**src/rtl/traffic_light_pkg.sv**
```systemverilog
// Shared types for the traffic-light monitor: phase codes, joint lamp
// observations and the legal-cycle helpers.
package traffic_light_pkg;

    typedef enum logic [2:0] {
        PH_UNSYNC = 3'd0,
        PH_G1     = 3'd1,
        PH_Y1     = 3'd2,
        PH_AR1    = 3'd3,
        PH_G2     = 3'd4,
        PH_Y2     = 3'd5,
        PH_AR2    = 3'd6,
        PH_ARX    = 3'd7
    } phase_t;

    typedef enum logic [2:0] {
        OBS_G1R2,
        OBS_Y1R2,
        OBS_R1G2,
        OBS_R1Y2,
        OBS_RR,
        OBS_DARK,
        OBS_CONFLICT,
        OBS_FAULT
    } obs_t;

    // ARX and UNSYNC have no single successor; UNSYNC is returned as "none".
    function automatic phase_t phase_succ(phase_t p);
        case (p)
            PH_G1:   return PH_Y1;
            PH_Y1:   return PH_AR1;
            PH_AR1:  return PH_G2;
            PH_G2:   return PH_Y2;
            PH_Y2:   return PH_AR2;
            PH_AR2:  return PH_G1;
            default: return PH_UNSYNC;
        endcase
    endfunction

    function automatic obs_t phase_obs(phase_t p);
        case (p)
            PH_G1:                  return OBS_G1R2;
            PH_Y1:                  return OBS_Y1R2;
            PH_G2:                  return OBS_R1G2;
            PH_Y2:                  return OBS_R1Y2;
            PH_AR1, PH_AR2, PH_ARX: return OBS_RR;
            default:                return OBS_DARK;
        endcase
    endfunction

    // State entered when an observation is seen without a valid predecessor.
    function automatic phase_t obs_entry(obs_t o);
        case (o)
            OBS_G1R2: return PH_G1;
            OBS_Y1R2: return PH_Y1;
            OBS_R1G2: return PH_G2;
            OBS_R1Y2: return PH_Y2;
            OBS_RR:   return PH_ARX;
            default:  return PH_UNSYNC;
        endcase
    endfunction

endpackage

```
**src/rtl/traffic_light_monitor_if.sv**
```systemverilog
// Lamp inputs, error-clear strobe and status outputs of the traffic-light monitor.
interface traffic_light_monitor_if #(
    parameter int DW = 8,
    parameter int CW = 8
);
    logic          GRN1, YLW1, RED1;
    logic          GRN2, YLW2, RED2;
    logic          err_clr;
    logic [2:0]    phase;
    logic          phase_valid;
    logic [DW-1:0] dwell;
    logic [DW-1:0] last_dwell;
    logic [CW-1:0] cycle_cnt;
    logic          err_lamp, err_conflict, err_seq, err_dwell;

    modport master (
        output GRN1, YLW1, RED1, GRN2, YLW2, RED2, err_clr,
        input  phase, phase_valid, dwell, last_dwell, cycle_cnt,
        input  err_lamp, err_conflict, err_seq, err_dwell
    );

    modport slave (
        input  GRN1, YLW1, RED1, GRN2, YLW2, RED2, err_clr,
        output phase, phase_valid, dwell, last_dwell, cycle_cnt,
        output err_lamp, err_conflict, err_seq, err_dwell
    );
endinterface

```
**src/rtl/tl_lamp_decode.sv**
```systemverilog
// Combinational decode of the six registered lamps into one joint observation.
// Lamp order: {GRN1, YLW1, RED1, GRN2, YLW2, RED2}.
module tl_lamp_decode
    import traffic_light_pkg::*;
(
    input  logic [5:0] lamps,
    output obs_t       obs
);
    logic [2:0] road1, road2;
    logic       r1_ok, r2_ok, r1_red, r2_red;

    assign road1  = lamps[5:3];
    assign road2  = lamps[2:0];
    assign r1_ok  = (road1 == 3'b100) || (road1 == 3'b010) || (road1 == 3'b001);
    assign r2_ok  = (road2 == 3'b100) || (road2 == 3'b010) || (road2 == 3'b001);
    assign r1_red = (road1 == 3'b001);
    assign r2_red = (road2 == 3'b001);

    // All-dark is reported separately so UNSYNC can ignore a powered-down controller.
    always_comb begin
        obs = OBS_FAULT;
        if (lamps == 6'b0)
            obs = OBS_DARK;
        else if (!r1_ok || !r2_ok)
            obs = OBS_FAULT;
        else if (!r1_red && !r2_red)
            obs = OBS_CONFLICT;
        else if (r1_red && r2_red)
            obs = OBS_RR;
        else if (r2_red)
            obs = road1[2] ? OBS_G1R2 : OBS_Y1R2;
        else
            obs = road2[2] ? OBS_R1G2 : OBS_R1Y2;
    end
endmodule

```
**src/rtl/traffic_light_monitor.sv**
```systemverilog
// Receive-side monitor: registers the lamps, tracks the legal phase cycle,
// measures phase dwell and raises sticky error flags.
module traffic_light_monitor
    import traffic_light_pkg::*;
#(
    parameter int MIN_YLW = 3,
    parameter int DW      = 8,
    parameter int CW      = 8
) (
    input  logic                    clk,
    input  logic                    CLR,
    traffic_light_monitor_if.slave  bus
);
    localparam logic [2:0] S_UNSYNC = PH_UNSYNC;
    localparam logic [2:0] S_G1     = PH_G1;
    localparam logic [2:0] S_Y1     = PH_Y1;
    localparam logic [2:0] S_Y2     = PH_Y2;
    localparam logic [2:0] S_AR2    = PH_AR2;
    localparam logic [2:0] S_ARX    = PH_ARX;

    localparam logic [DW-1:0] MIN_YLW_W = DW'(MIN_YLW);

    function automatic logic [DW-1:0] dwell_sat_inc(logic [DW-1:0] v);
        return (&v) ? v : v + DW'(1);
    endfunction

    logic [5:0]    lamps_p0;
    obs_t          obs;
    logic [2:0]    state_p1, nxt;
    logic          vld_p1;
    logic [DW-1:0] dwell_p1, last_dwell_p1;
    logic [CW-1:0] cycle_cnt_p1;
    logic          err_lamp_p1, err_conflict_p1, err_seq_p1, err_dwell_p1;
    logic          set_lamp, set_conflict, set_seq, set_dwell;
    logic          changed;
    phase_t        cur, succ;

    tl_lamp_decode u_decode (
        .lamps (lamps_p0),
        .obs   (obs)
    );

    assign cur  = phase_t'(state_p1);
    assign succ = phase_succ(cur);

    always_comb begin
        nxt          = state_p1;
        set_lamp     = 1'b0;
        set_conflict = 1'b0;
        set_seq      = 1'b0;
        if (state_p1 == S_UNSYNC) begin
            // Dark, faulty and conflicting lamps never synchronise the monitor.
            if (obs inside {OBS_G1R2, OBS_Y1R2, OBS_R1G2, OBS_R1Y2, OBS_RR})
                nxt = obs_entry(obs);
        end else begin
            case (obs)
                OBS_DARK, OBS_FAULT: begin
                    set_lamp = 1'b1;
                    nxt      = S_UNSYNC;
                end
                OBS_CONFLICT: begin
                    set_conflict = 1'b1;
                    nxt          = S_UNSYNC;
                end
                default: begin
                    if (obs == phase_obs(cur))
                        nxt = state_p1;
                    else if (state_p1 == S_ARX && (obs == OBS_G1R2 || obs == OBS_R1G2))
                        nxt = obs_entry(obs);
                    else if (obs == phase_obs(succ))
                        nxt = succ;
                    else begin
                        set_seq = 1'b1;
                        nxt     = obs_entry(obs);
                    end
                end
            endcase
        end
    end

    assign changed   = (nxt != state_p1);
    assign set_dwell = changed && (state_p1 == S_Y1 || state_p1 == S_Y2)
                       && (dwell_p1 < MIN_YLW_W);

    // Stage p0: lamp input register
    always_ff @(posedge clk) begin
        if (CLR)
            lamps_p0 <= 6'b0;
        else
            lamps_p0 <= {bus.GRN1, bus.YLW1, bus.RED1, bus.GRN2, bus.YLW2, bus.RED2};
    end

    // Stage p1: phase FSM, dwell/cycle counters and sticky flags
    always_ff @(posedge clk) begin
        if (CLR) begin
            state_p1        <= S_UNSYNC;
            vld_p1          <= 1'b0;
            dwell_p1        <= '0;
            last_dwell_p1   <= '0;
            cycle_cnt_p1    <= '0;
            err_lamp_p1     <= 1'b0;
            err_conflict_p1 <= 1'b0;
            err_seq_p1      <= 1'b0;
            err_dwell_p1    <= 1'b0;
        end else begin
            state_p1 <= nxt;
            vld_p1   <= (nxt != S_UNSYNC);
            if (changed) begin
                dwell_p1      <= DW'(1);
                last_dwell_p1 <= dwell_p1;
            end else begin
                dwell_p1 <= dwell_sat_inc(dwell_p1);
            end
            if (state_p1 == S_AR2 && nxt == S_G1)
                cycle_cnt_p1 <= cycle_cnt_p1 + CW'(1);
            // A new detection overrides a simultaneous clear.
            err_lamp_p1     <= (err_lamp_p1     & ~bus.err_clr) | set_lamp;
            err_conflict_p1 <= (err_conflict_p1 & ~bus.err_clr) | set_conflict;
            err_seq_p1      <= (err_seq_p1      & ~bus.err_clr) | set_seq;
            err_dwell_p1    <= (err_dwell_p1    & ~bus.err_clr) | set_dwell;
        end
    end

    assign bus.phase        = state_p1;
    assign bus.phase_valid  = vld_p1;
    assign bus.dwell        = dwell_p1;
    assign bus.last_dwell   = last_dwell_p1;
    assign bus.cycle_cnt    = cycle_cnt_p1;
    assign bus.err_lamp     = err_lamp_p1;
    assign bus.err_conflict = err_conflict_p1;
    assign bus.err_seq      = err_seq_p1;
    assign bus.err_dwell    = err_dwell_p1;
endmodule

```
**src/flat_wrapper.sv**
```systemverilog
// flat-port wrapper written by rule: the top's interface ports become plain ports
module traffic_light_monitor_flat import traffic_light_pkg::*;
#(
    parameter int MIN_YLW = 3,
    parameter int DW      = 8,
    parameter int CW      = 8
)
  (clk, CLR, bus_GRN1, bus_YLW1, bus_RED1, bus_GRN2, bus_YLW2, bus_RED2, bus_err_clr, bus_phase, bus_phase_valid, bus_dwell, bus_last_dwell, bus_cycle_cnt, bus_err_lamp, bus_err_conflict, bus_err_seq, bus_err_dwell);
  traffic_light_monitor_if #(.DW(DW), .CW(CW)) bus_i ();
  input  logic clk;
  input  logic CLR;
  input wire logic [$bits(bus_i.GRN1)-1:0] bus_GRN1;
  input wire logic [$bits(bus_i.YLW1)-1:0] bus_YLW1;
  input wire logic [$bits(bus_i.RED1)-1:0] bus_RED1;
  input wire logic [$bits(bus_i.GRN2)-1:0] bus_GRN2;
  input wire logic [$bits(bus_i.YLW2)-1:0] bus_YLW2;
  input wire logic [$bits(bus_i.RED2)-1:0] bus_RED2;
  input wire logic [$bits(bus_i.err_clr)-1:0] bus_err_clr;
  output wire logic [$bits(bus_i.phase)-1:0] bus_phase;
  output wire logic [$bits(bus_i.phase_valid)-1:0] bus_phase_valid;
  output wire logic [$bits(bus_i.dwell)-1:0] bus_dwell;
  output wire logic [$bits(bus_i.last_dwell)-1:0] bus_last_dwell;
  output wire logic [$bits(bus_i.cycle_cnt)-1:0] bus_cycle_cnt;
  output wire logic [$bits(bus_i.err_lamp)-1:0] bus_err_lamp;
  output wire logic [$bits(bus_i.err_conflict)-1:0] bus_err_conflict;
  output wire logic [$bits(bus_i.err_seq)-1:0] bus_err_seq;
  output wire logic [$bits(bus_i.err_dwell)-1:0] bus_err_dwell;
  assign bus_i.GRN1 = bus_GRN1;
  assign bus_i.YLW1 = bus_YLW1;
  assign bus_i.RED1 = bus_RED1;
  assign bus_i.GRN2 = bus_GRN2;
  assign bus_i.YLW2 = bus_YLW2;
  assign bus_i.RED2 = bus_RED2;
  assign bus_i.err_clr = bus_err_clr;
  assign bus_phase = bus_i.phase;
  assign bus_phase_valid = bus_i.phase_valid;
  assign bus_dwell = bus_i.dwell;
  assign bus_last_dwell = bus_i.last_dwell;
  assign bus_cycle_cnt = bus_i.cycle_cnt;
  assign bus_err_lamp = bus_i.err_lamp;
  assign bus_err_conflict = bus_i.err_conflict;
  assign bus_err_seq = bus_i.err_seq;
  assign bus_err_dwell = bus_i.err_dwell;
  traffic_light_monitor #(.MIN_YLW(MIN_YLW), .DW(DW), .CW(CW)) u_core (.clk(clk), .CLR(CLR), .bus(bus_i));
endmodule
```
**config.mk**
```make
export PLATFORM = sky130hd
export DESIGN_NAME = traffic_light_monitor_flat
export DESIGN_NICKNAME = d
export VERILOG_FILES = /design/src/rtl/traffic_light_pkg.sv /design/src/rtl/traffic_light_monitor_if.sv /design/src/rtl/tl_lamp_decode.sv /design/src/rtl/traffic_light_monitor.sv /design/src/flat_wrapper.sv
export SDC_FILE = /design/constraint.sdc
export NUM_CORES = 1
export LEC_CHECK = 0
export BUFFER_PORTS_ARGS = -buffer_cell sky130_fd_sc_hd__buf_4
export CELL_PAD_IN_SITES_DETAIL_PLACEMENT = 0
export CELL_PAD_IN_SITES_GLOBAL_PLACEMENT = 1
export CORE_MARGIN = 2
export CORE_UTILIZATION = 41
export DETAILED_ROUTE_END_ITERATION = 8
export PLACE_DENSITY = 0.82
export SLEW_MARGIN = 40
export SYNTH_ARGS = -nofsm -noshare
export SYNTH_HDL_FRONTEND = slang
export SYNTH_SLANG_ARGS = --single-unit
```
**constraint.sdc**
```tcl
create_clock -name clk -period 4 [get_ports clk]
set_clock_uncertainty 0.2 [all_clocks]
set_input_delay 0.8 -clock clk [delete_from_list [all_inputs] [get_ports clk]]
set_output_delay 0.8 -clock clk [all_outputs]
set_load 0.02 [all_outputs]
```
==> summary.txt <==
Yosys
  – Number of synthesized flops with an enable pin: 0
  – Synth Instances: 249
  – Largest area contributor in the netlist: dfxtp_1
  – Synth area leaders: dfxtp_1 35%, mux2i_1 6.0%, nand2b_1 4.9%
  – Ys flop type: dfxtp_1
  – Synth async-reset ratio: 0
  – Most numerous cell in the Yosys netlist: dfxtp_1
  – Yosys warnings: 0
  – Syn_area_per_cell: 8.68 µm²
  – Seq/Total Area, Yosys: 0.352
  – Netlist Area Pre-Place: 2160 µm²
  – Top cells by count, synth: 38 x dfxtp_1, 27 x nor2_1, 17 x nand2b_1, 13 x mux2i_1, 13 x nand2_1
  – Syn Nets: 263
  – Netlist cell types: 54
  – Share of the synthesized area in the top cell type: 0.352
  – #FFs+latches synth: 38

Global routing
  – Total GRT Usage: 0.166
  – Vias in the first global route: 1741
  – GR Layer Usage met3: 0.0344
  – Met1 usage: 0.208
  – GR Util met2: 0.272
  – GRT Residual Overflow: 0
  – First-pass GRT wire length: 8.00 mm
  – GRT Max-Usage Layer: met2
  – Largest net degree at the start of global routing: 48
  – Initial antenna violation count: 0

Power
  – Cell area power density: 342 nW/µm²
  – VDD IR max: 0.000261 V
  – Leak Pwr: approximately 1.1 nW

Finish
  – N_diodes: 0
  – Filler instances: between 500 and 600
  – Share of cells above drive strength 1: 0.224
  – Post-layout util: 0.517
  – Layout net count: 300
  – Layout Area Growth over Synthesis: 22.2%

Worst hold path
  – Worst hold path type: flop to flop
  – Min-Delay Startpoint: u_core.bus.err_dwell
  – Worst hold path depth: 2
  – End of the worst hold path: u_core.bus.err_dwell

Clocking
  – Clk_lat worst skew: about 0.28 ns
  – Setup Buffers After CTS: 0
  – Post_cts resized: 0
  – Clock Tree Root: clkbuf_8
  – CTS tree: yes
  – Clock Path Buffers: 2
  – Clock Sinks: 38
  – Clock-pin slew of the registers on the worst-case setup and hold paths: 0.07 ns
  – # hold bufs at CTS: 0
  – Num CTS Buffers: 5
  – H-Tree Depth: 2

Floorplan
  – I/O pin cnt: 41
  – Die width: 76.6 µm
  – Die area: 5870 µm²
  – Die outline height: about 77 µm
  – # rows: 26
  – Initial core utilization: 0.423
  – Core area: 5110 µm²

Critical path
  – WP buf/inv: 1
  – Worst-path cell chain: or3b_2 > ha_1 > or3_4 > o22ai_1 > o21ai_2 > a311oi_2 > o221ai_1 > a311o_1 > xnor2_2 > a311oi_4 > buf_12 > nor3b_1
  – Category of the most critical setup path: flop to flop
  – Worst path required time: 4.00 ns
  – Startpoint type of the worst setup path: flop
  – Worst R2R Start: u_core.lamps_p0[0]
  – Crit path max-delay family: compound AO/OA/AOI/OAI gates
  – FF-to-FF path depth: 12
  – Flop-to-flop setup slack: 0.18 ns
  – R2r endpoint: u_core.bus.dwell[7]
  – Critical path's slowest cell: or3b_2
  – Critical Path Max Stage Delay: 0.50 ns
  – Critical path endpoint category: flop
  – Worst Path Arrival: 3.81 ns
  – Worst-path maximum fanout: 17

Timing
  – Setup TNS: 0 ns
  – RSZ-0062 raised after global routing: no
  – Worst-margin pin slew: 0.563 ns
  – Max Clk Rate: 262 MHz
  – Hold slack final: 0.259 ns
  – Setup Viol. Count Final: 0
  – Period utilisation layout: 0.954
  – Slew HR: 0.622
  – Final Critical Period: 3.82 ns
  – Fin. max-slew vios: 0
  – Final hold viol count: 0

Route
  – Number of routed nets with antenna violations: 0
  – Vias/cell: 5.36
  – # DRC: 0
  – Vias: 1909
  – DR iter-0 viols: 166
  – DR WL/cell: 13.4 µm
  – Final wirelength: about 4.8 mm
  – Drt first pass iters: 4

Status
  – Status: finished clean

Placement
  – DP Wirelength: 3.45 mm
  – Gpl congestion: between 0.8 and 0.9
  – Port bufs: 40

Run
  – Max Cap Viol: 0
-- through the flow --
stage                     setup WS, ns  cell area, µm²  power, mW  instances
after detailed placement         0.127            2520      0.587        349
after CTS                       0.0795            2630      0.914        356
after global routing           0.00331            2640      0.949        356
after floorplan                  0.343            2160      0.538        249
final                            0.185            2640      0.904        356
after global placement           0.253            2520      0.588        349
-- where the power goes --
part / internal [mW] / switching [mW] / total, mW
combinational: 0.0803 / 0.0929 / 0.173
clock: 0.199 / 0.125 / 0.324
sequential: 0.391 / 0.0160 / 0.407
total: 0.670 / 0.233 / 0.904
-- cell type report --
cell class	instances	area [µm²]	share of cell area
inverter	4	15.0	0.00568
clock buffer	6	82.6	0.0313
tap	70	87.6	0.0331
multi-input combinational	194	1330	0.504
sequential	38	761	0.288
timing repair buffer	43	335	0.127
clock inverter	1	30.0	0.0114
-- per-layer routing --
layer	part of all wire	routed length [µm]	vias up
met5	0	0	-
met4	0.015	73	0
met3	0.051	244	8
met2	0.48	2290	54
met1	0.45	2150	884
li1	-	-	963
-- flip-flops by register name (all words and copies together), names as in the netlist --
name and count:
u_core.lamps_p0 6, u_core.bus.err_dwell 1, u_core.bus.phase 3, u_core.bus.cycle_cnt 8
u_core.bus.err_conflict 1, u_core.bus.err_seq 1, u_core.bus.dwell 8, u_core.bus.phase_valid 1
u_core.bus.err_lamp 1, u_core.bus.last_dwell 8
-- layout by cell type (no fill, tap or decap), types with 3 or more instances in the layout --
cell      Yosys  routed
inv_1         4       4
nor3_1        5       5
a22oi_1       4       4
and3_1        5       5
o21ai_0       3       3
and4_1        3       3
ha_1          5       5
nor2b_1      10      10
xor2_1        9       9
or3_1         4       4
nand2_1      13      13
a21oi_1       6       6
and2_1        3       3
xnor2_1       5       5
mux2i_1      13      13
buf_4         0      42
clkbuf_8      0       6
dfxtp_1      38      38
nor3b_1       7       7
nand2b_1     17      17
nand4_1       4       4
nand3_1      11      11
nor2_1       27      26
-- worst min-delay path: cells and delay by family (launching register included) --
kind	cells	cell delay (ns)
flip-flops	1	0.32
AND/OR/NAND/NOR	1	0.05
AO/OA/AOI/OAI	1	0.05
-- worst max-delay path by stage --
| stage | startpoint | endpoint | depth (start not counted) |
|---|---|---|---|
| 2_1_floorplan | u_core.lamps_p0[0] | u_core.bus.last_dwell[0] | 12 |
| 3_3_place_gp | u_core.lamps_p0[0] | u_core.bus.last_dwell[5] | 12 |
| 3_5_place_dp | u_core.lamps_p0[0] | u_core.bus.dwell[7] | 12 |
| 4_1_cts | u_core.lamps_p0[0] | u_core.bus.dwell[7] | 12 |
| 5_1_grt | u_core.lamps_p0[0] | u_core.bus.dwell[3] | 12 |
| 6_report | u_core.lamps_p0[0] | u_core.bus.dwell[7] | 12 |
-- cells by family (layout without fill, tap and decap cells) --
logic type               after synthesis  in the layout  synth area share
AND/OR/NAND/NOR                      121            121             0.313
buffers and inverters                 17             54            0.0365
flip-flops                            38             38             0.352
AO/OA/AOI/OAI                         38             38             0.135
adder cells (fa/ha/maj)                5              5            0.0289
multiplexers                          15             15            0.0706
XOR/XNOR                              15             15            0.0642
(Power assumes the default switching activity.)
